$ cat config.mk
export PLATFORM = sky130hd
export DESIGN_NAME = ids_trace_sequencer
export DESIGN_NICKNAME = d
export VERILOG_FILES = /design/src/rtl/ids_pkg.sv /design/src/rtl/ids_pair_fifo.sv /design/src/rtl/ids_trace_sequencer.sv
export SDC_FILE = /design/constraint.sdc
export NUM_CORES = 1
export LEC_CHECK = 0
export ABC_AREA = 1
export CAP_MARGIN = 0
export CELL_PAD_IN_SITES_DETAIL_PLACEMENT = 0
export CELL_PAD_IN_SITES_GLOBAL_PLACEMENT = 1
export CORE_MARGIN = 4
export CORE_UTILIZATION = 45
export DETAILED_ROUTE_END_ITERATION = 16
export DONT_BUFFER_PORTS = 1
export PLACE_DENSITY_LB_ADDON = 0.12
export REMOVE_ABC_BUFFERS = 1
export SETUP_SLACK_MARGIN = 0.5
export SLEW_MARGIN = 0
export SYNTH_ARGS = -nofsm -noshare
export SYNTH_HDL_FRONTEND = slang
export SYNTH_SLANG_ARGS = --single-unit
$ cat constraint.sdc
create_clock -name clk -period 8.7 [get_ports clk]
set_clock_uncertainty 0.05 [all_clocks]
set_input_delay 2.61 -clock clk [delete_from_list [all_inputs] [get_ports clk]]
set_output_delay 2.61 -clock clk [all_outputs]
set_load 0.05 [all_outputs]
$ cat src/rtl/ids_pkg.sv
`timescale 1ns/1ps
// ids_pkg
// Shared types for the IDS trace sequencer: FSM state encoding, default
// address/data widths and the (expected, observed) sample pair carried
// through the pair FIFO.
package ids_pkg;

    localparam int DEF_ADDR_W = 8;
    localparam int DEF_DATA_W = 16;

    typedef enum logic [1:0] {
        IDLE  = 2'd0,
        RUN   = 2'd1,
        DRAIN = 2'd2,
        FIN   = 2'd3
    } state_t;

    typedef struct packed {
        logic [DEF_DATA_W-1:0] e;
        logic [DEF_DATA_W-1:0] o;
    } pair_t;

endpackage

$ cat src/rtl/ids_pair_fifo.sv
`timescale 1ns/1ps
// ids_pair_fifo
// Synchronous show-ahead FIFO of (expected, observed) pairs. The head entry
// is visible on 'head' whenever 'empty' is low; a pop consumes it at the
// next rising edge. Push and pop in the same cycle leave the count unchanged.
//
// Ports:
//   clk, rst    clock, asynchronous active-high reset
//   push        write push_data at the tail (ignored when full)
//   push_data   pair to write
//   pop         drop the head entry (ignored when empty)
//   head        current head entry
//   count       number of stored entries
//   empty       no entries stored
module ids_pair_fifo
    import ids_pkg::*;
#(
    parameter  int DEPTH = 3,
    localparam int CNT_W = $clog2(DEPTH + 1),
    localparam int PTR_W = (DEPTH > 1) ? $clog2(DEPTH) : 1
) (
    input  logic             clk,
    input  logic             rst,
    input  logic             push,
    input  pair_t            push_data,
    input  logic             pop,
    output pair_t            head,
    output logic [CNT_W-1:0] count,
    output logic             empty
);

    pair_t            mem [DEPTH];
    logic [PTR_W-1:0] wr_ptr;
    logic [PTR_W-1:0] rd_ptr;
    logic             do_push;
    logic             do_pop;

    function automatic logic [PTR_W-1:0] ptr_inc(input logic [PTR_W-1:0] p);
        return (p == PTR_W'(DEPTH - 1)) ? '0 : p + PTR_W'(1);
    endfunction

    assign empty   = (count == '0);
    assign do_push = push && (count != CNT_W'(DEPTH));
    assign do_pop  = pop && !empty;
    assign head    = mem[rd_ptr];

    always_ff @(posedge clk or posedge rst) begin
        if (rst) begin
            for (int i = 0; i < DEPTH; i++) begin
                mem[i] <= '0;
            end
            wr_ptr <= '0;
            rd_ptr <= '0;
            count  <= '0;
        end else begin
            if (do_push) begin
                mem[wr_ptr] <= push_data;
                wr_ptr      <= ptr_inc(wr_ptr);
            end
            if (do_pop) begin
                rd_ptr <= ptr_inc(rd_ptr);
            end
            if (do_push && !do_pop) begin
                count <= count + CNT_W'(1);
            end else if (do_pop && !do_push) begin
                count <= count - CNT_W'(1);
            end
        end
    end

endmodule

$ cat src/rtl/ids_trace_sequencer.sv
`timescale 1ns/1ps
// ids_trace_sequencer
// Drives paired reads of the dual-port trace BRAM (port A = expected samples,
// port B = observed samples), absorbs the fixed BRAM read latency and hands
// aligned pairs to the IDS core over a valid/ready handshake.
//
// state | meaning
// ------+---------------------------------------------------------------
// IDLE  | waiting for start; base/len latched when start is accepted
// RUN   | issuing reads while data_rdy is high and FIFO credits remain
// DRAIN | all reads issued; waiting for in-flight reads and FIFO to empty
// FIN   | one-cycle done pulse, then back to IDLE
//
// Ports:
//   clk, rst              clock, asynchronous active-high reset
//   start, base_addr, len run request and its bounds
//   data_rdy              level enable for issuing reads
//   addra_out, addrb_out  BRAM port A/B addresses
//   douta_in, doutb_in    BRAM port A/B read data
//   e_out, o_out          head pair to the IDS core
//   pair_valid, pair_ready handshake with the IDS core
//   sample_idx            run-relative index of the pair on e_out/o_out
//   busy, done            run status
module ids_trace_sequencer
    import ids_pkg::*;
#(
    parameter int          ADDR_W   = DEF_ADDR_W,
    parameter int          DATA_W   = DEF_DATA_W,
    parameter int          RD_LAT   = 1,
    parameter int unsigned B_OFFSET = 0
) (
    input  logic              clk,
    input  logic              rst,
    input  logic              start,
    input  logic [ADDR_W-1:0] base_addr,
    input  logic [ADDR_W:0]   len,
    input  logic              data_rdy,
    output logic [ADDR_W-1:0] addra_out,
    output logic [ADDR_W-1:0] addrb_out,
    input  logic [DATA_W-1:0] douta_in,
    input  logic [DATA_W-1:0] doutb_in,
    output logic [DATA_W-1:0] e_out,
    output logic [DATA_W-1:0] o_out,
    output logic              pair_valid,
    input  logic              pair_ready,
    output logic [ADDR_W:0]   sample_idx,
    output logic              busy,
    output logic              done
);

    localparam int FIFO_D = RD_LAT + 2;
    localparam int CNT_W  = $clog2(FIFO_D + 1);
    // Wide enough for fifo_count + inflight (at most 2*FIFO_D - 1).
    localparam int CR_W   = CNT_W + 1;

    state_t            state;
    state_t            state_next;
    logic [ADDR_W-1:0] base_r;
    logic [ADDR_W:0]   len_r;
    logic [ADDR_W:0]   issued;
    logic [ADDR_W-1:0] addra_next;
    logic [RD_LAT:0]   pipe;
    logic [CNT_W-1:0]  fifo_count;
    logic              fifo_empty;
    pair_t             fifo_head;
    pair_t             fifo_in;
    logic              accept_start;
    logic              issue;
    logic              push;
    logic              pop;
    logic [CR_W-1:0]   inflight;
    logic [CR_W-1:0]   committed;
    logic              credit_ok;

    assign accept_start = (state == IDLE) && start;
    assign addra_next   = base_r + issued[ADDR_W-1:0];
    assign push         = pipe[RD_LAT];
    assign pair_valid   = !fifo_empty;
    assign pop          = pair_valid && pair_ready;
    assign e_out        = fifo_head.e;
    assign o_out        = fifo_head.o;
    assign fifo_in      = '{e: douta_in, o: doutb_in};

    // A pair being popped this edge frees its slot in time for a read issued
    // on the same edge; without that, full-rate streaming would stall.
    always_comb begin
        inflight = '0;
        for (int i = 0; i <= RD_LAT; i++) begin
            inflight = inflight + CR_W'(pipe[i]);
        end
        committed = CR_W'(fifo_count) + inflight;
        credit_ok = (committed - CR_W'(pop)) < CR_W'(FIFO_D);
    end

    always_comb begin
        state_next = state;
        issue      = 1'b0;
        busy       = 1'b0;
        done       = 1'b0;
        case (state)
            IDLE: begin
                if (start) begin
                    state_next = (len == '0) ? FIN : RUN;
                end
            end
            RUN: begin
                busy = 1'b1;
                if (issued == len_r) begin
                    state_next = DRAIN;
                end else if (data_rdy && credit_ok) begin
                    issue = 1'b1;
                end
            end
            DRAIN: begin
                busy = 1'b1;
                if ((pipe == '0) && fifo_empty) begin
                    state_next = FIN;
                end
            end
            FIN: begin
                done       = 1'b1;
                state_next = IDLE;
            end
            default: state_next = IDLE;
        endcase
    end

    always_ff @(posedge clk or posedge rst) begin
        if (rst) begin
            state      <= IDLE;
            base_r     <= '0;
            len_r      <= '0;
            issued     <= '0;
            addra_out  <= '0;
            addrb_out  <= '0;
            pipe       <= '0;
            sample_idx <= '0;
        end else begin
            state <= state_next;
            // Tap RD_LAT of this shift register lines up with BRAM output data.
            pipe  <= {pipe[RD_LAT-1:0], issue};
            if (accept_start) begin
                base_r <= base_addr;
                len_r  <= len;
                issued <= '0;
            end else if (issue) begin
                issued    <= issued + (ADDR_W+1)'(1);
                addra_out <= addra_next;
                addrb_out <= addra_next + ADDR_W'(B_OFFSET);
            end
            if (accept_start) begin
                sample_idx <= '0;
            end else if (pop) begin
                sample_idx <= sample_idx + (ADDR_W+1)'(1);
            end
        end
    end

    ids_pair_fifo #(
        .DEPTH (FIFO_D)
    ) u_fifo (
        .clk       (clk),
        .rst       (rst),
        .push      (push),
        .push_data (fifo_in),
        .pop       (pop),
        .head      (fifo_head),
        .count     (fifo_count),
        .empty     (fifo_empty)
    );

endmodule

Word-level counts from Yosys, hierarchy flattened. Cells that the tools add are included.

Add/sub/neg operators: 10. Order comparisons: 4. Eq/ne operators: 10. Mux-type cells: 24. Bitwise operators: 3. Reduce and logical (&&, ||, !) cells: 22.

Operator list (number): $bwmux W96 (1); $mux W32 (3); $bmux W32 S2 (1); $demux W32 S2 (1); $mux W9 (4); $add A9 B1 Y9 const B (2); $mux W2 (8); $eq A9 B9 Y1 (1); $logic_and A1 B1 Y1 (9); $logic_not A9 Y1 (1); $add A8 B8 Y8 (1); $eq A2 B2 Y1 const B (4); $ne A2 B2 Y1 const B (4); $pmux W2 S4 (1); $add A2 B1 Y2 const B (3); $ge A3 B3 Y1 const B (2); $logic_not A2 Y1 (3); $not A2 Y3 (2); $reduce_bool A2 Y1 (3); $mux W1 (5); $add A2 B2 Y3 (1); $logic_not A1 Y1 (3); $lt A3 B1 Y1 const B (1); $lt A3 B2 Y1 const B (1); other kinds (8) (8).

Bits in registers: 149. Output and inout bits: 60. Logic and storage cells: 89.

Depth between registers and ports, before layout. Gate-level depths: netlist (run 1).

Word-level depth: 11. Gate-level depth with buffers: 15.

By module. From an unflattened synthesis (run 1), not the netlist that was laid out.

Cell total of the unflattened synthesis: 984. Area, all modules: 7524.7 µm².

By module, submodules not included: ids_pair_fifo (instances 1, cells an instance 590, area an instance 4605.7 µm²); ids_trace_sequencer (instances 1, cells an instance 394, area an instance 2919.0 µm²).

Worst setup path after synthesis (run 1). No wires, ideal clock.

Path type: input -> register. From: input pair_ready. To: register issued[2]. Data arrival time: 4.453 ns. Data required time: 8.532 ns. Slack: 4.079 ns. Stages: 13. Cells stage by stage: nand2_4 > inv_2 > ha_1 > fa_1 > inv_1 > fa_1 > inv_1 > o21ai_0 > nor2_2 > nand3_2 > buf_6 > nand3_1 > nand2_1.

Cells in the longest elaborated chain, start to end: 8.

RTL lines: from (decl) (RTL line ids_trace_sequencer.sv:45) `input logic pair_ready,`; $logic_and A1 B1 Y1 (RTL line ids_trace_sequencer.sv:79) `assign pop = pair_valid && pair_ready;`; $sub A3 B1 Y3 (RTL line ids_trace_sequencer.sv:92) `credit_ok = (committed - CR_W'(pop)) < CR_W'(FIFO_D);`; $lt A3 B2 Y1 (RTL line ids_trace_sequencer.sv:92); $logic_and A1 B1 Y1 (RTL line ids_trace_sequencer.sv:110) `end else if (data_rdy && credit_ok) begin`; $mux W1 (RTL line ids_trace_sequencer.sv:110); $mux W1 (RTL line ids_trace_sequencer.sv:108) `if (issued == len_r) begin`; $mux W1 (RTL line ids_trace_sequencer.sv:100) `case (state)`; $reduce_bool A2 Y1 (no source line); to (signal assigned) (RTL line ids_trace_sequencer.sv:147) `issued <= issued + (ADDR_W+1)'(1);`; to (decl) (RTL line ids_trace_sequencer.sv:60) `logic [ADDR_W:0] issued;`.

Every way passes these cells. A chain may end at the register's enable or synchronous reset.

Worst setup path in the final report (run 1).
From: register u_fifo.rd_ptr[1]. To: output o_out[10].

Cells in the longest elaborated chain, start to end: 4.

RTL lines: from (decl) (RTL line ids_pair_fifo.sv:34) `logic [PTR_W-1:0] rd_ptr;`; from (signal assigned) (RTL line ids_pair_fifo.sv:61) `rd_ptr <= ptr_inc(rd_ptr);`; $not A2 Y3 (implied by the code) (RTL line ids_pair_fifo.sv:45) `assign head = mem[rd_ptr];`; $bmux W32 S2 (RTL line ids_pair_fifo.sv:45); $mux W32 (implied by the code) (2 in a row) (RTL line ids_pair_fifo.sv:45); to (decl) (RTL line ids_trace_sequencer.sv:43) `output logic [DATA_W-1:0] o_out,`.

Every way passes these cells. The select of a mux whose other input is x is not followed.

==> results of run 1 <==
==> power by group through the flow <==
stage	clock network (mW)	logic, mW	registers, mW
after CTS	0.696	1.55	1.26
after global placement	0	1.50	1.27
after global routing	0.731	1.68	1.30
after floorplan	0	1.26	1.24
after detailed placement	0	1.54	1.27
final	0.676	1.52	1.26
==> state kept, by name, summed over array words and instances (netlist names) <==
signal         cells
addrb_out          8
base_r             8
issued             9
len_r              9
pipe               2
sample_idx         9
state              2
u_fifo.count       2
u_fifo.mem        96
u_fifo.rd_ptr      2
u_fifo.wr_ptr      2
==> routing by layer <==
metal  wire [µm]  GRT usage [%]
met1        7530           24.3
met2        8440           32.1
met3        1100           5.55
met4         104           5.43
met5           0              0
==> logic make-up after synthesis <==
group	Yosys count	synth area share, %
buf+inv	179	10.4
compound gates	152	11.4
simple gates	389	22.2
mux	6	0.903
xor+xnor	15	1.76
flops	149	49.8
fa+ha+maj	19	3.48
==> how the worst min path moves through the flow <==
stage / cells after the start / start / end / slack [ps]
floorplan: 0 / pipe[0] / pipe[1] / 330
global placement: 0 / pipe[0] / pipe[1] / 360
detailed placement: 0 / pipe[0] / pipe[1] / 370
CTS: 0 / pipe[0] / pipe[1] / 380
global route: 0 / pipe[0] / pipe[1] / 400
finish: 0 / pipe[0] / pipe[1] / 380
==> metrics by stage <==
stage / utilization [%] / instances / worst slack, ps / area [µm²]
6_report: 50.3 / 1114 / 2830 / 8080
5_1_grt: 50.3 / 1114 / 2530 / 8080
4_1_cts: 50.3 / 1114 / 2730 / 8080
3_5_place_dp: 46.9 / 1082 / 3200 / 7530
3_3_place_gp: 46.9 / 1082 / 3380 / 7530
2_1_floorplan: - / 858 / 2030 / 7180
==> worst max-delay path, delay by kind of cell (launching register included) <==
kind,cells,cell delay (ps)
AOI/OAI and AO/OA,1,1190
DFF,1,390
buffers and inverters,2,950
and+or+nand+nor,1,250
==> Yosys cell counts, drive strengths merged <==
library cell  number  area (µm²)
fa                 3        60.1
nand3b             1        7.51
nand3             54         275
nor2              36         148
nor3               5        46.3
nor3b              1        7.51
dfrtp            149        3730
a21oi             14        70.1
o211ai            26         195
clkbuf            16        61.3
o21ai            104         520
nand2            269        1030
o221ai             6        52.6
mux2               6        67.6
or2                3        18.8
xnor2              8        70.1
ha                16         200
buf               35         235
xor2               7        61.3
nand4             20         131
o31ai              1        7.51
o22ai              1        6.26
clkinv             1        3.75
inv              127         477
==> cell type report <==
type | count | area (µm²) | share of cell area, %
clock buffer | 18 | 429 | 5.31
timing repair buffer | 8 | 60.1 | 0.744
sequential | 149 | 3730 | 46.2
inverter | 128 | 485 | 6.01
clock inverter | 14 | 113 | 1.39
tap | 216 | 270 | 3.35
multi-input combinational | 581 | 2990 | 37.0
==> metrics.yaml, run 1 <==
syn_area_per_cell_um2: 8.23
grt_pass1_wl_um: 28500
die_x_um: 137
max_freq_mhz: 170
startpoint: "u_fifo.rd_ptr[1]"
first_global_vias: 5668
cts_buffers: 17
port_buffers: 0
viasPerCell: 5.12
ir_drop_uv: 232
grt-ovfl-total: 0
r2r-end: "issued[8]"
p_clk_share_pct: 19.5
tightest_slew_ps: 1200
critical-path-max-stage-delay_ps: 1190
dpl.hpwl_um: 12000
power.leakage_nw: 4.12
core_um2: 16100
path_clk_slew_ps: 60
power_density_nw_per_um2: 429
place_congestion: 0.931
fillerInstances: 1516
drc_errors: 0
cap_violations: 0
dieArea_um2: 18800
seq_area_frac_synth_pct: 49.8
layout_commonest_cell: "nand2_1"
critPathArrivalTime_ps: 3210
initial_core_util_pct: 46.6
netlist_area_um2: 7480
rsz0062_at_grt: "no"
area_growth_pct: 7.94
cp.required_ps: 6040
syn_inst: 909
synth_warnings: 0
worst-path-max-fanout: 28
ant_nets: 0
ios: 114
switching_power_mw: 1.76
post_cts_buffers: 0
comb_power_share_pct: 44.0
row_count: 46
final-max-slew-violation-count: 0
cts_buffer_depth: 2
clk_latency_ps: 420
diodes: 0
critPathCaptureType: "primary output"
power_mw: 3.46
cts_tree: "done"
num-nets-final: 958
clock_sinks: 149
h-tree-depth: 4
drt_first_iter_violations: 345
ys_seq_elements: 149
final_cell_mix: "nand2_1 (265), dfrtp_1 (149), inv_1 (121), o21ai_0 (101), nand3_1 (52)"
grt_max_degree: 100
track_usage_pct: 19.2
fin_crit_ps: 5870
r2r_start: "u_fifo.count[1]"
status: "finished clean"
ys_types: 38
wl_um: 17200
die_h_um: 137
slew_headroom_pct: 21.4
root_buffer: "clkbuf_16"
p_int_mw: 1.71
rr_worst_depth: 15
critPathSlowestCell: "o211ai_1"
cp_cell_sequence: "inv_2, nor2_4, clkinv_1, o211ai_1"
crit_type: "register to primary output"
grt_antenna_before_repair: 0
drt-wirelength-per-cell_um: 15.4
finalCritPeriodShare_pct: 67.5
hold_path.class: "register to register"
setup_viol: 0
drive_gt1_share_pct: 7.57
cts_hold_buffers: 0
totalNegativeSetupSlack_ps: 0
timing.hold.ws_ps: 378
critPathCapture: "o_out[10]"
drt_first_pass_iters: 7
vias: 5705
reg2reg_slack_ps: 5150
finalHoldViolCount: 0
cts_resized: 0
swShare_pct: 50.7
crit_path_start_kind: "register"
seqPwrFrac_pct: 36.5
Power figures use the tool's default switching activity.
==> run 2: changes to the inputs <==
- CORE_UTILIZATION: 45 -> 43
- clock period: 8.7 -> 4.83 ns (I/O delays scaled with it)
==> run 2 against run 1 <==
  * Sequential share of layout area decreased by 1.8 points
  * First-iteration DRC count increased by 10%
  * Final area increased by 4.0%
  * Cell count increased by 3.5%
  * Power increased by 95%
  * Register-to-register slack got worse by 3600 ps
  * Critical endpoint is now o_out[8]
  * Utilization decreased by 0.33 points
  * Setup slack got worse by 2100 ps
  * Largest cell class unchanged
  * Highest routed layer unchanged
==> metrics.yaml, run 2 (synthesis results as in run 1) <==
ant_nets: 0
root_buffer: "clkbuf_16"
top_register: "u_fifo.mem"
comb_power_share_pct: 46.1
grt_pass1_wl_um: 29800
drive_gt1_share_pct: 11.0
dpl.hpwl_um: 12200
finalCritPeriodShare_pct: 84.4
clock_sinks: 149
critPathCaptureType: "primary output"
ios: 114
final_cell_mix: "nand2_1 (265), dfrtp_1 (149), inv_1 (121), o21ai_0 (101), nand3_1 (52)"
path_clk_slew_ps: 60
final-max-slew-violation-count: 0
cts_tree: "done"
drc_errors: 0
core_um2: 16800
die_h_um: 140
setup_viol: 0
clk_latency_ps: 420
cts_hold_buffers: 0
diodes: 0
critPathArrivalTime_ps: 2580
grt_antenna_before_repair: 0
initial_core_util_pct: 44.5
row_count: 47
drt_first_iter_violations: 381
cts_buffers: 17
grt-ovfl-total: 0
layout_commonest_cell: "nand2_1"
p_int_mw: 3.50
power.leakage_nw: 4.31
critical-path-max-stage-delay_ps: 400
largest_reg_flops: 96
grt_max_degree: 100
finalHoldViolCount: 0
critPathSlowestCell: "dfrtp_1"
crit_path_start_kind: "register"
swShare_pct: 48.1
cpMostUsedCell: "buf_4"
ir_drop_uv: 451
power_density_nw_per_um2: 802
wl_um: 18000
final_cell_area_um2: 8400
h-tree-depth: 4
cap_violations: 0
fin_crit_ps: 4080
post_cts_buffers: 0
tightest_slew_ps: 931
cts_buffer_depth: 2
status: "finished clean"
viasPerCell: 5.11
drt_first_pass_iters: 4
rsz0062_at_grt: "no"
p_clk_share_pct: 19.9
first_global_vias: 5884
area_growth_pct: 12.3
crit_type: "register to primary output"
num-nets-final: 993
drt-wirelength-per-cell_um: 15.6
cp_cell_sequence: "inv_2, nor2_4, clkinv_1, buf_4, o211ai_1, buf_4"
postPlaceCellArea_um2: 7800
slew_headroom_pct: 38.0
dieArea_um2: 19600
max_freq_mhz: 245
cts_resized: 0
hold_path.class: "register to register"
die_x_um: 140
cp.required_ps: 3330
totalNegativeSetupSlack_ps: 0
worst-path-max-fanout: 28
vias: 5897
seqPwrFrac_pct: 34.1
port_buffers: 0
switching_power_mw: 3.24
track_usage_pct: 19.0
place_congestion: 0.870
==> run 2: cell count changes in the layout (fill, tap and decap cells not counted), sizes merged <==
| cell | before | now |
|---|---|---|
| buf | 8 | 43 |
| bufinv | 0 | 2 |
| clkbuf | 18 | 20 |
| clkinvlp | 1 | 3 |
| inv | 136 | 130 |
==> run 2: metrics by stage <==
step | cells | power, mW | util [%] | hold WS (ps) | setup slack [ps]
2_1_floorplan | 858 | 4.50 | - | 326 | -677
3_3_place_gp | 1121 | 5.39 | 46.4 | 361 | 933
3_5_place_dp | 1121 | 5.45 | 46.4 | 362 | 898
4_1_cts | 1153 | 6.82 | 50.0 | 372 | 693
5_1_grt | 1153 | 7.21 | 50.0 | 392 | 612
6_report | 1153 | 6.74 | 50.0 | 366 | 751
==> run 2: worst max-delay path: cells and delay by family (launching register included) <==
family	cells	cell delay [ps]
compound gates	1	290
buf+inv	4	1120
flops	1	400
simple gates	1	310
==> run 2: routing by layer <==
layer / part of all wire, % / wire (µm) / track usage, %
met1: 43 / 7700 / 23.6
met2: 49 / 8770 / 31.3
met3: 6.3 / 1130 / 6.48
met4: 2.1 / 374 / 5.81
met5: 0 / 0 / 0
==> run 2: layout make-up <==
class	instances	area [µm²]
tap	220	275
clock buffer	20	457
clock inverter	12	144
fill	1674	8420
inverter	128	485
multi-input combinational	581	2990
timing repair buffer	43	323
sequential	149	3730
==> run 2: power by group through the flow <==
stage | Combinational [mW] | Clock, mW | Sequential [mW]
2_1_floorplan | 2.27 | 0 | 2.23
3_3_place_gp | 3.09 | 0 | 2.30
3_5_place_dp | 3.14 | 0 | 2.31
4_1_cts | 3.15 | 1.38 | 2.30
5_1_grt | 3.41 | 1.44 | 2.36
6_report | 3.11 | 1.34 | 2.30
==> run 2: worst paths after layout <==
check,startpoint,end,slack (ps),cells after the start
max in group asynchronous,rst,u_fifo.mem[40],2790,2
hold / removal,pipe[0],pipe[1],370,0
min in group asynchronous,rst,len_r[7],1030,1
setup / recovery,u_fifo.rd_ptr[1],o_out[8],750,6
setup reg to reg,u_fifo.count[0],issued[5],1590,16
hold reg to reg,pipe[0],pipe[1],370,0
